### src/rtl/seg_share_ctrl.sv
// rtl/seg_share_ctrl.sv - round-robin sharing of one 4-digit 7-segment display among three requesters
// Optional feature: define SEG_SHARE_LOCK_EN to let a locked owner keep the display past the hold time.

module seg_share_ctrl #(
    parameter logic [23:0] HOLD_CYC = 24'd1_000_000
) (
    input  logic        clk,
    input  logic        clr,
    input  logic [2:0]  req,
    input  logic [15:0] d0,
    input  logic [15:0] d1,
    input  logic [15:0] d2,
    input  logic [2:0]  lock,
    output logic [2:0]  gnt,
    output logic [1:0]  owner,
    output logic [15:0] x,
    output logic        blank
);

    typedef enum logic {
        IDLE  = 1'b0,
        GRANT = 1'b1
    } state_t;

    state_t      state;
    logic [23:0] cnt;

    logic [1:0]  pick_all;
    logic [1:0]  pick_other;
    logic [2:0]  others;
    logic        owner_req;
    logic        lock_hold;
    logic        expired;
    logic [15:0] d_own;

    // Search begins one past the last grantee and wraps, so the last grantee is tried last.
    function automatic logic [1:0] rr_pick(input logic [1:0] last, input logic [2:0] r);
        logic [1:0] w;
        w = last;
        case (last)
            2'd0: begin
                if (r[1])      w = 2'd1;
                else if (r[2]) w = 2'd2;
                else if (r[0]) w = 2'd0;
            end
            2'd1: begin
                if (r[2])      w = 2'd2;
                else if (r[0]) w = 2'd0;
                else if (r[1]) w = 2'd1;
            end
            default: begin
                if (r[0])      w = 2'd0;
                else if (r[1]) w = 2'd1;
                else if (r[2]) w = 2'd2;
            end
        endcase
        return w;
    endfunction

    function automatic logic [2:0] onehot(input logic [1:0] idx);
        logic [2:0] v;
        case (idx)
            2'd0:    v = 3'b001;
            2'd1:    v = 3'b010;
            default: v = 3'b100;
        endcase
        return v;
    endfunction

    function automatic logic [15:0] dsel(input logic [1:0] idx,
                                          input logic [15:0] a,
                                          input logic [15:0] b,
                                          input logic [15:0] c);
        logic [15:0] v;
        case (idx)
            2'd0:    v = a;
            2'd1:    v = b;
            default: v = c;
        endcase
        return v;
    endfunction

    // gnt is one-hot on owner while in GRANT, so masking with it isolates the owner's bits.
    always_comb begin
        pick_all   = rr_pick(owner, req);
        others     = req & ~gnt;
        pick_other = rr_pick(owner, others);
        owner_req  = |(req & gnt);
        expired    = (cnt == (HOLD_CYC - 24'd1));
        d_own      = dsel(owner, d0, d1, d2);
    end

`ifdef SEG_SHARE_LOCK_EN
    assign lock_hold = |(lock & gnt);
`else
    logic unused_lock;
    assign unused_lock = ^lock;
    assign lock_hold   = 1'b0;
`endif

    always_ff @(posedge clk or posedge clr) begin
        if (clr) begin
            state <= IDLE;
            cnt   <= 24'd0;
            gnt   <= 3'b000;
            owner <= 2'd2;
            x     <= 16'h0000;
            blank <= 1'b1;
        end else begin
            case (state)
                IDLE: begin
                    if (|req) begin
                        state <= GRANT;
                        cnt   <= 24'd0;
                        gnt   <= onehot(pick_all);
                        owner <= pick_all;
                        x     <= dsel(pick_all, d0, d1, d2);
                        blank <= 1'b0;
                    end
                end
                GRANT: begin
                    if (!expired) begin
                        cnt <= cnt + 24'd1;
                        if (owner_req)
                            x <= d_own;
                    end else if ((|others) && !lock_hold) begin
                        cnt   <= 24'd0;
                        gnt   <= onehot(pick_other);
                        owner <= pick_other;
                        x     <= dsel(pick_other, d0, d1, d2);
                    end else if (owner_req || lock_hold) begin
                        // Counter stays saturated so a newcomer is served on the next edge.
                        if (owner_req)
                            x <= d_own;
                    end else begin
                        state <= IDLE;
                        cnt   <= 24'd0;
                        gnt   <= 3'b000;
                        x     <= 16'h0000;
                        blank <= 1'b1;
                    end
                end
                default: state <= IDLE;
            endcase
        end
    end

endmodule
### config.mk
export PLATFORM = sky130hd
export DESIGN_NAME = seg_share_ctrl
export DESIGN_NICKNAME = d
export VERILOG_FILES = /design/src/rtl/seg_share_ctrl.sv
export SDC_FILE = /design/constraint.sdc
export NUM_CORES = 1
export LEC_CHECK = 0
export BUFFER_PORTS_ARGS = -buffer_cell sky130_fd_sc_hd__clkbuf_2
export CAP_MARGIN = 40
export CORE_UTILIZATION = 40
export CTS_CLUSTER_SIZE = 25
export DETAILED_ROUTE_END_ITERATION = 7
export GPL_ROUTABILITY_DRIVEN = 1
export PLACE_DENSITY = 0.61
export RECOVER_POWER = 100
export SYNTH_ARGS = -nofsm -noshare
export SYNTH_HDL_FRONTEND = slang
export SYNTH_SLANG_ARGS = --single-unit
### constraint.sdc
create_clock -name clk -period 2.9 [get_ports clk]
set_input_delay 0.29 -clock clk [delete_from_list [all_inputs] [get_ports clk]]
set_output_delay 0.29 -clock clk [all_outputs]
set_load 0.05 [all_outputs]
## Word level (Yosys, flattened, before mapping)

Index checks and enable logic that the tools add are counted.

| word-level totals | value |
|---|---|
| memories | 0 |
| output and inout port bits | 22 |
| bits in read-only memories | 0 |
| bits of input ports | 56 |
| word-level logic and storage cells | 89 |
| bits in latches | 0 |
| RAM bits | 0 |
| register bits | 47 |

| cells by class | value |
|---|---|
| reductions and logical operators | 11 |
| $lt $le $gt $ge | 0 |
| equality and inequality tests | 12 |
| shift operators | 0 |
| multiplexer cells | 55 |
| divide/modulo/power cells | 0 |
| multipliers | 0 |
| bitwise gates (word level) | 4 |
| add/subtract/negate cells | 1 |

Operators with widths:

| cell | number |
|---|---|
| case mux 16 bit (2 select lines) | 4 |
| 2-to-1 mux 24 bit | 4 |
| 2-to-1 mux 16 bit | 5 |
| case mux 24 bit (2 select lines) | 1 |
| 2-to-1 mux 2 bit | 21 |
| adder 24 x 1 -> 24 bit (second input constant) | 1 |
| equality test 24 x 20 -> 1 bit (second input constant) | 1 |
| case mux 3 bit (2 select lines) | 3 |
| 2-to-1 mux 3 bit | 4 |
| case mux 2 bit (2 select lines) | 3 |
| OR reduction 3 bit | 3 |
| 2-to-1 mux 1 bit | 8 |
| AND 3 bit | 2 |
| equality test 2 x 1 -> 1 bit (second input constant) | 3 |
| zero test 2 bit | 3 |
| inequality test 2 bit (second input constant) | 3 |
| AND reduction 3 bit | 2 |
| inequality test 2 x 1 -> 1 bit (second input constant) | 2 |
| inequality test 4 x 3 -> 1 bit (second input constant) | 1 |
| case mux 1 bit (2 select lines) | 2 |
| AND reduction 2 bit | 2 |
| AND reduction 4 bit | 1 |
| inequality test 3 x 1 -> 1 bit (second input constant) | 1 |
| inequality test 3 x 2 -> 1 bit (second input constant) | 1 |
| 2 further kinds | 2 |

## Depth between registers and ports, before layout

| logic depth | value |
|---|---|
| depth after elaboration | 11 |
| gate-level depth with buffers | 9 |
| gate-level depth less buffers | 7 |

## Worst setup path after synthesis

No wires, ideal clock.

| path | value |
|---|---|
| path type | register to register |
| start point | register owner[1] |
| end point | register x[15] |
| required time | 2.767 ns |
| buffers on the path | 2 |
| library setup time | 0.133 ns |
| setup slack | 0.653 ns |
| arrival | 2.114 ns |
| cell stages (with the launch flop) | 8 |
| clock period less this slack | 2.247 ns |
| path through | dfstp_2 -> clkbuf_1 -> nor2b_1 -> a22oi_1 -> clkbuf_1 -> a31oi_1 -> a222oi_1 -> a21oi_1 |

| on the way | value |
|---|---|
| cells in the longest elaborated chain, start to end | 9 |
| elaborated cells between the ends (all ways) | 35 |
| those cells by class | eq/ne: 3; mux: 29; reduce/logical: 3 |

Ends and longest elaborated chain:

| what | line | text |
|---|---|---|
| from (decl) | 15 | `output logic [1:0] owner,` |
| from (signal assigned) | 116 | `owner <= pick_all;` |
| from (signal assigned) | 129 | `owner <= pick_other;` |
| 2-to-1 mux 2 bit, on equally long branches | 54, 44, 49 |  |
| 2-to-1 mux 2 bit, on equally long branches | 53, 43, 48 |  |
| 2-to-1 mux 2 bit, on equally long branches | 52, 42, 47 |  |
| case mux 2 bit (2 select lines) | 40 | `case (last)` |
| equality test 2 x 1 -> 1 bit or zero test 2 bit (tied branches) | 75 | `case (idx)` |
| case mux 16 bit (2 select lines) | 75 |  |
| 2-to-1 mux 16 bit | 126 | `end else if ((\|others) && !lock_hold) begin` |
| 2-to-1 mux 16 bit | 122 | `if (!expired) begin` |
| case mux 16 bit (2 select lines) * | 110 | `case (state)` |
| to (signal assigned) | 117 | `x <= dsel(pick_all, d0, d1, d2);` |
| to (signal assigned) | 125 | `x <= d_own;` |
| to (signal assigned) | 130 | `x <= dsel(pick_other, d0, d1, d2);` |
| to (decl) | 16 | `output logic [15:0] x,` |

Every way passes the cells marked *; elsewhere a longest branch is shown, timed or not. The select of a mux whose other input is x is not followed.
A chain may end at the register's enable or synchronous reset.

## Worst setup path in the final report

| path | value |
|---|---|
| start point | register cnt[0] |
| end point | register cnt[23] |

| on the way | value |
|---|---|
| cells in the longest elaborated chain, start to end | 3 |
| elaborated cells between the ends (all ways) | 6 |
| those cells by class | add/sub: 1; eq/ne: 2; mux: 2; reduce/logical: 1 |

Ends and longest elaborated chain:

| what | line | text |
|---|---|---|
| from (decl) | 26 | `logic [23:0] cnt;` |
| from (signal assigned) | 123 | `cnt <= cnt + 24'd1;` |
| adder 24 x 1 -> 24 bit or equality test 24 x 20 -> 1 bit (tied branches) | 123, 89 |  |
| 2-to-1 mux 24 bit or inequality test 4 x 3 -> 1 bit (tied branches) | - |  |
| case mux 24 bit (2 select lines) or AND reduction 2 bit (tied branches) | - |  |

Several ways; a longest one is shown, not always the timed one.

==> results.json <==
{
  "postCtsSetupBuffers": 0,
  "hp-class": "input port to register",
  "clk_pin_slew_ps": 100,
  "worst_ep_required_time_ps": 3140,
  "antenna_violating_nets_post_route": 0,
  "cts_root_buffer": "sky130_fd_sc_hd__clkbuf_8",
  "tritoncts.num_buffers": 5,
  "seq_area_frac_synth_pct": 31.12,
  "post_route_cells_drive_above_1_share_pct": 16.16,
  "design.portCount": 78,
  "worst_clock_skew_ps": 9.112,
  "setup-tns-final_ps": 0,
  "die_width_um": 99.31,
  "initial_core_util_pct": 41.18,
  "antenna_cells_inserted": 0,
  "worst-slew-pin-transition_ps": 905.8,
  "grt_setup_unrepaired": "no",
  "synth_largest_type_area_fraction_pct": 29.73,
  "total_number_of_vias": 4116,
  "worstPathMaxFanout": 13,
  "clkSinkCount": 47,
  "status": "finished clean",
  "grtUsageTotal_pct": 25.26,
  "insertion_delay_ps": 310,
  "synth_nets": 547,
  "final_design_area_no_fill_um2": 4322,
  "synthFlopType": "sky130_fd_sc_hd__dfrtp_1",
  "routed_wirelength_um": 12190,
  "clock_tree.htree_level_count": 2,
  "timing.critical_path.to_type": "register",
  "synth.largest_area_cell": "sky130_fd_sc_hd__dfrtp_1",
  "critical_path_class": "register to register",
  "p_leak_uw": 0.001749,
  "place.gp.congestion": 0.9248,
  "synth_enable_flop_cells": 0,
  "cellPowerDensity_nw_per_um2": 375.6,
  "worstReg2RegEnd": "cnt[23]",
  "height_of_the_chip_um": 99.31,
  "timing.max_slew.rel_slack_pct": 39.62,
  "grt_remaining_overflow": 0,
  "holdCritStartpoint": "d0[14]",
  "maxCapViolations": 0,
  "min_delay_worst_endpoint": "x[14]",
  "synth_cells": 490,
  "placedInstanceArea_um2": 4287,
  "grt_pass1_vias": 3956,
  "pin_count_of_the_biggest_net_entering_global_routing": 36,
  "synth.lib_cells_used.distinct": 63,
  "number_of_remaining_drc_errors": 0,
  "area_enclosed_by_the_die_boundary_um2": 9861,
  "final-hold-violation-count": 0,
  "avgRoutedWirePerCell_um": 18.25,
  "clock_tree_from_tritoncts": "built",
  "synth.area.top_cells": "sky130_fd_sc_hd__dfrtp_1 30%, sky130_fd_sc_hd__o21ai_0 6.7%, sky130_fd_sc_hd__a21oi_1 5.9%, sky130_fd_sc_hd__nor2_1 5.2%, sky130_fd_sc_hd__nand2_1 4.5%",
  "cp.arrival_ps": 2800,
  "dr.first_iter.drc_count": 360,
  "core_area_um2": 9196,
  "io_buffer_count": 74,
  "ys_seq_elements": 47,
  "asyncSetResetFlopFracSynth_pct": 100.0,
  "period_share_pct": 88.35,
  "vdd_drop_max_uv": 172.4,
  "report.final.setup_viol": 0,
  "min_period_ps": 2562,
  "critical_path.reg2reg.startpoint": "cnt[0]",
  "syn_area_per_cell_um2": 7.729,
  "grt_pass1_wl_um": 19870,
  "cts-root-to-sink-buffers": 2,
  "viasPerCell": 6.162,
  "clock.fmax_mhz": 390.3,
  "dp_hpwl_um": 8608,
  "drt_first_pass_iters": 5,
  "finish.net_count": 613,
  "yosysWarningCount": 0,
  "area_growth_pct": 14.11,
  "start_kind": "register",
  "final_max_slew_viol_count": 0,
  "synth.cell_area_um2": 3787,
  "hold_path_depth": 3,
  "reg2reg_slack_ps": 340,
  "initial_antenna_violation_count": 0,
  "placement_rows": 35,
  "timing.reg2reg.worst_path_depth": 7
}
-- per-stage QoR --
stage / hold slack (ps) / setup slack (ps) / util (%) / total power (uW) / std cells
finish: 266.7 / 337.9 / 46.99 / 1623 / 668
global route: 255.1 / 162.3 / 46.99 / 1704 / 668
CTS: 244.4 / 457.0 / 47.70 / 1654 / 668
detailed placement: 267.7 / 472.2 / 46.61 / 1218 / 659
global placement: 487.2 / 540.0 / 46.39 / 1208 / 658
floorplan: 451.0 / 653.4 / - / 1056 / 490
-- worst max-delay path, stage by stage, from the launching register on --
cell                      delay, ps
sky130_fd_sc_hd__dfrtp_1        400
sky130_fd_sc_hd__ha_1           210
sky130_fd_sc_hd__nand2_1        150
sky130_fd_sc_hd__nor4_2         520
sky130_fd_sc_hd__nand4_1        410
sky130_fd_sc_hd__nand2_1        470
sky130_fd_sc_hd__o21ai_0        170
sky130_fd_sc_hd__a21oi_1        160
-- power by group --
group	switching, uW	internal [uW]
Combinational	341	138
Sequential	24.0	692
Clock	254	174
-- registers in the layout (all words and copies together), names as in the netlist --
register / flops
owner: 2
x: 16
blank: 1
state: 1
cnt: 24
gnt: 3
-- how the worst max path moves through the flow --
stage                     slack (ps)     start  endpoint
after floorplan                  650  owner[1]     x[15]
after global placement           540    cnt[0]     x[13]
after detailed placement         470    cnt[0]   cnt[23]
after CTS                        460    cnt[0]     x[13]
after global routing             160  owner[1]      x[4]
final                            340    cnt[0]   cnt[23]
-- synth_stat cells, types with 2 or more instances --
cell	instances
sky130_fd_sc_hd__a21boi_0	3
sky130_fd_sc_hd__buf_6	2
sky130_fd_sc_hd__a211o_1	4
sky130_fd_sc_hd__a21oi_2	3
sky130_fd_sc_hd__nor2b_1	6
sky130_fd_sc_hd__a32o_1	3
sky130_fd_sc_hd__a22o_1	4
sky130_fd_sc_hd__nand3_1	15
sky130_fd_sc_hd__nand2_1	45
sky130_fd_sc_hd__o32ai_1	2
sky130_fd_sc_hd__nand4_1	11
sky130_fd_sc_hd__xor2_1	6
sky130_fd_sc_hd__a32oi_1	6
sky130_fd_sc_hd__nand2b_1	8
sky130_fd_sc_hd__a31oi_1	25
sky130_fd_sc_hd__o22ai_1	3
sky130_fd_sc_hd__dfrtp_1	45
sky130_fd_sc_hd__nor3_1	12
sky130_fd_sc_hd__nor4_1	5
sky130_fd_sc_hd__inv_1	6
sky130_fd_sc_hd__a222oi_1	3
sky130_fd_sc_hd__or3_1	3
sky130_fd_sc_hd__o211ai_1	2
sky130_fd_sc_hd__dfstp_2	2
sky130_fd_sc_hd__and2_1	2
sky130_fd_sc_hd__and3_1	12
sky130_fd_sc_hd__nor2_2	3
sky130_fd_sc_hd__nor4b_1	2
sky130_fd_sc_hd__mux2i_1	16
sky130_fd_sc_hd__xnor2_1	8
sky130_fd_sc_hd__clkbuf_1	18
sky130_fd_sc_hd__nor2_1	52
sky130_fd_sc_hd__a22oi_1	3
sky130_fd_sc_hd__a21oi_1	45
sky130_fd_sc_hd__a21o_1	9
sky130_fd_sc_hd__a311o_1	2
sky130_fd_sc_hd__buf_2	12
sky130_fd_sc_hd__o21bai_1	4
sky130_fd_sc_hd__o21ai_0	51
sky130_fd_sc_hd__buf_1	2
sky130_fd_sc_hd__o31ai_1	3
-- final cells by class --
class / count / area, um2
Fill cell: 941 / 4875
Multi-Input combinational cell: 403 / 2411
Sequential cell: 47 / 1179
Timing Repair Buffer: 93 / 480.5
Tap cell: 111 / 138.9
Clock buffer: 6 / 72.57
Inverter: 6 / 22.52
Clock inverter: 2 / 17.52
-- what timing repair did --
item	4_1_cts	5_1_grt
resized for setup	0	0
hold buffers	1	0
hold endpoints to repair	11	0
-- layout by cell type (no fill, tap or decap), types with 3 or more instances in the layout --
| master | instances |
|---|---|
| sky130_fd_sc_hd__a211o_1 | 4 |
| sky130_fd_sc_hd__clkbuf_1 | 23 |
| sky130_fd_sc_hd__o21bai_1 | 4 |
| sky130_fd_sc_hd__a22oi_1 | 3 |
| sky130_fd_sc_hd__or3_1 | 3 |
| sky130_fd_sc_hd__and3_1 | 12 |
| sky130_fd_sc_hd__buf_4 | 15 |
| sky130_fd_sc_hd__xnor2_1 | 8 |
| sky130_fd_sc_hd__nor4_1 | 5 |
| sky130_fd_sc_hd__a22o_1 | 4 |
| sky130_fd_sc_hd__a222oi_1 | 3 |
| sky130_fd_sc_hd__o22ai_1 | 3 |
| sky130_fd_sc_hd__nand2b_1 | 8 |
| sky130_fd_sc_hd__a32o_1 | 3 |
| sky130_fd_sc_hd__nor3_1 | 12 |
| sky130_fd_sc_hd__xor2_1 | 6 |
| sky130_fd_sc_hd__o21ai_0 | 51 |
| sky130_fd_sc_hd__nand3_1 | 15 |
| sky130_fd_sc_hd__a31oi_1 | 25 |
| sky130_fd_sc_hd__mux2i_1 | 16 |
| sky130_fd_sc_hd__clkbuf_8 | 5 |
| sky130_fd_sc_hd__clkbuf_2 | 55 |
| sky130_fd_sc_hd__nand2_1 | 45 |
| sky130_fd_sc_hd__a21oi_1 | 47 |
| sky130_fd_sc_hd__nor2b_1 | 6 |
| sky130_fd_sc_hd__a21boi_0 | 3 |
| sky130_fd_sc_hd__o31ai_1 | 3 |
| sky130_fd_sc_hd__a32oi_1 | 6 |
| sky130_fd_sc_hd__nor2_1 | 53 |
| sky130_fd_sc_hd__nand4_1 | 12 |
| sky130_fd_sc_hd__inv_1 | 6 |
| sky130_fd_sc_hd__a21o_1 | 9 |
| sky130_fd_sc_hd__dfrtp_1 | 45 |
-- kinds of logic (layout without fill, tap and decap cells) --
family	after synthesis	in the layout	share of synthesized area (%)
xor gates and xnor gates	14	14	3.238
AOI/OAI and AO/OA	184	184	31.15
adders and majority gates	1	1	0.3303
DFF	47	47	31.12
and+or+nand+nor	188	188	25.17
buffers and inverters	40	107	4.757
muxes	16	16	4.229
-- metal layers --
layer | wire length, um | global-route usage (%) | up-vias
met4 | 163 | 8.824 | 0
met1 | 5649 | 35.84 | 1965
met2 | 5600 | 39.58 | 168
met5 | 0 | 0 | -
li1 | - | - | 1967
met3 | 777 | 3.162 | 16
No activity file was read; power rests on OpenSTA's default activity.
